--- config.mk ---
export PLATFORM = sky130hd
export DESIGN_NAME = pipe_ctrl
export DESIGN_NICKNAME = d
export VERILOG_FILES = /design/src/rtl/pipe_ctrl_pkg.sv /design/src/rtl/hazard_detect.sv /design/src/rtl/pipe_ctrl.sv
export SDC_FILE = /design/constraint.sdc
export NUM_CORES = 1
export LEC_CHECK = 0
export CAP_MARGIN = 20
export CORE_MARGIN = 2
export CORE_UTILIZATION = 30
export DETAILED_ROUTE_END_ITERATION = 12
export GPL_ROUTABILITY_DRIVEN = 0
export HOLD_SLACK_MARGIN = 0.02
export SLEW_MARGIN = 20
export SYNTH_ARGS = -nofsm -noshare
export SYNTH_HDL_FRONTEND = slang
export SYNTH_SLANG_ARGS = --single-unit
--- constraint.sdc ---
create_clock -name clk -period 2.5 [get_ports clk]
set_clock_uncertainty 0.1 [all_clocks]
set_input_delay 0.25 -clock clk [delete_from_list [all_inputs] [get_ports clk]]
set_output_delay 0.25 -clock clk [all_outputs]
set_load 0.01 [all_outputs]
--- src/rtl/pipe_ctrl_pkg.sv ---
// Shared types and constants for the pipeline sequencer / hazard controller.
package pipe_ctrl_pkg;

  // Encoding matches the externally visible state port.
  typedef enum logic [1:0] {
    HALT  = 2'd0,
    RUN   = 2'd1,
    STEP  = 2'd2,
    DRAIN = 2'd3
  } state_t;

  localparam logic [4:0]  REG_X0   = 5'd0;
  // addi x0, x0, 0 -- what IF/ID holds after a flush.
  localparam logic [31:0] NOP_INSN = 32'h0000_0013;

endpackage

--- src/rtl/hazard_detect.sv ---
// Load-use hazard detector: instruction in decode reads the register a load in execute writes.
module hazard_detect
  import pipe_ctrl_pkg::*;
(
  input  logic [4:0] id_rs1,
  input  logic [4:0] id_rs2,
  input  logic       id_uses_rs2,
  input  logic [4:0] ex_rd,
  input  logic       ex_mem_read,
  output logic       lu
);

  // x0 is never a real dependency, so a load to x0 never stalls.
  always_comb begin
    lu = ex_mem_read && (ex_rd != REG_X0) &&
         ((ex_rd == id_rs1) || (id_uses_rs2 && (ex_rd == id_rs2)));
  end

endmodule

--- src/rtl/pipe_ctrl.sv ---
// Pipeline sequencer: run/step/halt FSM, per-stage enables, bubble/flush strobes and
// saturating stall/flush counters for the debug display.
module pipe_ctrl
  import pipe_ctrl_pkg::*;
#(
  parameter int unsigned DRAIN_CYCLES = 4,
  parameter int unsigned CNT_W        = 16
) (
  input  logic             clk,
  input  logic             rst,
  input  logic             run_mode,
  input  logic             step_tick,
  input  logic             halt_req,
  input  logic [4:0]       id_rs1,
  input  logic [4:0]       id_rs2,
  input  logic             id_uses_rs2,
  input  logic [4:0]       ex_rd,
  input  logic             ex_mem_read,
  input  logic             branch_taken,
  output logic             pc_en,
  output logic             if_id_en,
  output logic             back_en,
  output logic             if_id_flush,
  output logic             id_ex_flush,
  output logic             ex_mem_flush,
  output logic [1:0]       state,
  output logic [CNT_W-1:0] stall_cnt,
  output logic [CNT_W-1:0] flush_cnt
);

  localparam int unsigned DrainW = (DRAIN_CYCLES > 1) ? $clog2(DRAIN_CYCLES) : 1;

  state_t             state_q, state_d;
  logic [DrainW-1:0]  drain_q, drain_d;
  logic [CNT_W-1:0]   stall_q, stall_d;
  logic [CNT_W-1:0]   flush_q, flush_d;
  logic               adv, lu, stall, flush;

  hazard_detect u_hazard_detect (
    .id_rs1      (id_rs1),
    .id_rs2      (id_rs2),
    .id_uses_rs2 (id_uses_rs2),
    .ex_rd       (ex_rd),
    .ex_mem_read (ex_mem_read),
    .lu          (lu)
  );

  // Advance qualifier and hazard resolution; a taken branch wins over load-use.
  always_comb begin
    adv   = (state_q != HALT);
    flush = adv && branch_taken;
    stall = adv && lu && !branch_taken;
  end

  // Next-state logic for the sequencer and its drain countdown.
  always_comb begin
    state_d = state_q;
    drain_d = drain_q;
    unique case (state_q)
      HALT: begin
        if (run_mode)       state_d = RUN;
        else if (step_tick) state_d = STEP;
      end
      STEP: state_d = HALT;
      RUN: begin
        if (halt_req || !run_mode) begin
          state_d = DRAIN;
          drain_d = DrainW'(DRAIN_CYCLES - 1);
        end
      end
      DRAIN: begin
        if (drain_q == '0) state_d = HALT;
        else               drain_d = drain_q - DrainW'(1);
      end
      default: state_d = HALT;
    endcase
  end

  // Stage enables and flush strobes, combinational from state and hazards.
  always_comb begin
    pc_en        = 1'b0;
    if_id_en     = 1'b0;
    back_en      = adv;
    if_id_flush  = 1'b0;
    id_ex_flush  = 1'b0;
    ex_mem_flush = 1'b0;
    if (adv) begin
      pc_en       = (state_q != DRAIN);
      if_id_en    = 1'b1;
      if_id_flush = (state_q == DRAIN);
    end
    if (stall) begin
      // Hold IF/ID so the dependent instruction re-issues, even while draining.
      pc_en       = 1'b0;
      if_id_en    = 1'b0;
      if_id_flush = 1'b0;
      id_ex_flush = 1'b1;
    end
    if (flush) begin
      pc_en        = 1'b1;
      if_id_en     = 1'b1;
      if_id_flush  = 1'b1;
      id_ex_flush  = 1'b1;
      ex_mem_flush = 1'b1;
    end
  end

  // Saturating event counters.
  always_comb begin
    stall_d = stall_q;
    flush_d = flush_q;
    if (stall && (stall_q != '1)) stall_d = stall_q + CNT_W'(1);
    if (flush && (flush_q != '1)) flush_d = flush_q + CNT_W'(1);
  end

  // State registers with asynchronous active-low reset.
  always_ff @(posedge clk or negedge rst) begin
    if (!rst) begin
      state_q <= HALT;
      drain_q <= '0;
      stall_q <= '0;
      flush_q <= '0;
    end else begin
      state_q <= state_d;
      drain_q <= drain_d;
      stall_q <= stall_d;
      flush_q <= flush_d;
    end
  end

  assign state     = state_q;
  assign stall_cnt = stall_q;
  assign flush_cnt = flush_q;

endmodule
==> summary.md <==
| Metric | Value |
|---|---|
| Yosys top cell by area | dfrtp_1 |
| Yosys warning count | 0 |
| Slew at the pin with the worst max-slew slack | 0.476 ns |
| Minimum clock period | roughly 2.4 ns |
| Post-route ant nets | 0 |
| Setup TNS | 0 ns |
| Number of global-route vias before repair | 1744 |
| Final Non-Filler Cells | approximately 360 |
| Initial antenna violation count | 0 |
| Post-Syn Area | ~0.002 mm² |
| CP max-delay cell | clkdlybuf4s50_1 |
| CTS tree | built |
| Clock sinks | 36 |
| Cell variety after synth | between 40 and 50 |
| Core footprint | approximately 0.0067 mm² |
| I/O Buffers | 62 |
| Top-count cell post-synth | dfrtp_1 |
| CTS max path bufs | 2 |
| HPWL Detailed | 3510 µm |
| CTS clk-pin slew, worst paths | 0.07 ns |
| Die area | approximately 0.0075 mm² |
| Hold Violations, Final | 0 |
| Pwr dens | between 600 and 700 mW/mm² |
| RSZ-0062 raised after global routing | false |
| Wire per inst | roughly 13 µm |
| Htree depth | 2 |
| Hold WC Path Type | in -> async |
| Synth cell count leaders | 36 x dfrtp_1, 22 x nand2_1, 22 x xor2_1, 14 x xnor2_1, 11 x nor2_1 |
| Clk_lat worst skew | between 0.2 and 0.3 ns |
| Total track usage | 0.134 |
| Nets@finish | between 300 and 400 |
| Status | complete, no violations |
| Placed cell count | 349 |
| Total Wirelength | 4700 µm |
| Slew HR | 0.683 |
| Starting Density | 0.307 |
| Via density | approximately 4.8 |
| Total CTS buffers | 5 |
| Number of core rows | 30 |
| Area growth, synth to finish | 43.6% |
| Max Cap Viol | 0 |
| Mapped Nets | 224 |
| Worst-path maximum fanout | 4 |
| Critical path, cell by cell | clkdlybuf4s50_1, xor2_1, nor4_2, a32oi_2, or2_4, a21o_1, dlygate4sd2_1 |
| Max stage delay on crit path | 0.44 ns |
| Final worst path period share | 0.967 |
| Share of layout cells above drive strength 1 | 0.155 |
| Async set-reset flop share out of synthesis | 1.00 |
| Die Height | just under 90 µm |
| DRC violations left | 0 |
| Post-Syn Instances | about 200 |
| Critical path capture point type | primary output |
| Top_reg_cell synth | dfrtp_1 |
| Boundary Pins | 63 |
| Share of the synthesized area in the top cell type | 0.437 |
| Yosys reg bits | 36 |
| CP arrival | 2.07 ns |
| Root Buffer | clkbuf_8 |
| Crit Path Class | in -> out |
| Startpoint Class | primary input |
| Avg Inst Size Synth | 10.6 µm² |
| Final Slew Violations | 0 |
| Worst vdd ir | 0.320 mV |
| Register area share after synthesis | 0.437 |
| Finish-stage setup viols | 0 |
| Die Span X | between 80 and 90 µm |
| First-pass GRT wire length | approximately 8100 µm |
| Routed via count | between 1500 and 2000 |
| Drt pass-1 iters | 4 |
| Hold buffer count at CTS | 0 |
| CP Launch Point | ex_rd[1] |
| Fmax | 414 MHz |
| Pin count of the biggest net entering global routing | 37 |
| R2R depth | 9 |
| R2r startpoint | state[1] |
| Leakage | 0.00128 µW |
| CP required | 2.15 ns |
| N_diodes | 0 |
| Synth area leaders | dfrtp_1 44%, xor2_1 9.4%, xnor2_1 6.0%, nor4_2 5.5%, nand2_1 4.0% |
| Number of synthesized flops with an enable pin | 0 |
| Layout filler cell count | ~660 |
| Starting DRT DRC Count | 66 |
| Grt ovf | 0 |
| Final Power | about 2000 µW |
==> worst paths after layout <==
path	endpoint	slack, ns
setup / recovery	pc_en	0.08
hold / removal	stall_cnt[8]	0.27
setup reg to reg	stall_cnt[6]	0.23
hold reg to reg	flush_cnt[11]	0.40
max in group asynchronous	flush_cnt[1]	1.68
min in group clk	flush_cnt[11]	0.40
==> power breakdown <==
part / total [µW] / internal [µW] / switching [µW]
Clock: 433 / 225 / 208
Sequential: 773 / 674 / 98.3
Combinational: 838 / 451 / 388
Total: 2040 / 1350 / 694
==> cell families (layout without fill, tap and decap cells) <==
kind of cell / count (synthesis) / after routing / share of synthesized area
simple gates: 86 / 86 / 0.253
xor+xnor: 36 / 36 / 0.153
flops: 36 / 36 / 0.437
compound gates: 16 / 16 / 0.0656
buf+inv: 10 / 93 / 0.0273
fa+ha+maj: 6 / 6 / 0.0364
mux: 5 / 5 / 0.0273
==> cell usage in the layout (no fill, tap or decap), drive strengths merged, types with 6 or more instances in the layout <==
cell and instances:
buf 15, clkbuf 8, clkdlybuf4s50 57, dfrtp 36, ha 6, inv 8, nand2 22, nand3 8
nand4 9, nor2 11, nor4 10, xnor2 14, xor2 22
==> layout make-up <==
| cell class | instances | area [µm²] | area share |
|---|---|---|---|
| clock buffers | 8 | 90.1 | 0.0304 |
| inverters | 8 | 30.0 | 0.0101 |
| multi-input cells | 149 | 1110 | 0.375 |
| flip-flops and latches | 36 | 901 | 0.304 |
| well taps | 80 | 100 | 0.0338 |
| repair buffers | 77 | 727 | 0.246 |
==> per-stage QoR <==
step            util  hold slack [ns]  cell area, µm²  setup slack, ns
6_report       0.440            0.270            2960           0.0829
5_1_grt        0.440            0.338            2960          0.00179
4_1_cts        0.440            0.295            2960           0.0762
3_5_place_dp   0.426            0.394            2860           -0.244
3_3_place_gp   0.426            0.383            2860           -0.189
2_1_floorplan      -           -0.146            2060            0.300
==> registers in the layout (all words and copies together), names as in the netlist <==
register,flops
flush_cnt,16
stall_cnt,16
drain_q,2
state,2
==> layer usage <==
metal	vias to the layer above	global-route usage	share of wire
met5	-	0	0
met4	0	0.0341	0.0066
met3	3	0.0284	0.036
met2	37	0.221	0.48
met1	809	0.180	0.48
li1	858	-	-
==> repair_timing <==
action	CTS	global route
setup buffers	1	0
endpoints found under the setup margin	4	0
resized for setup	7	0
==> critical path, delay by kind of cell <==
kind            cells  cell delay (ns)
buf+inv             2             0.71
simple gates        2             0.58
compound gates      2             0.33
xor+xnor            1             0.19
(Power assumes the default switching activity.)
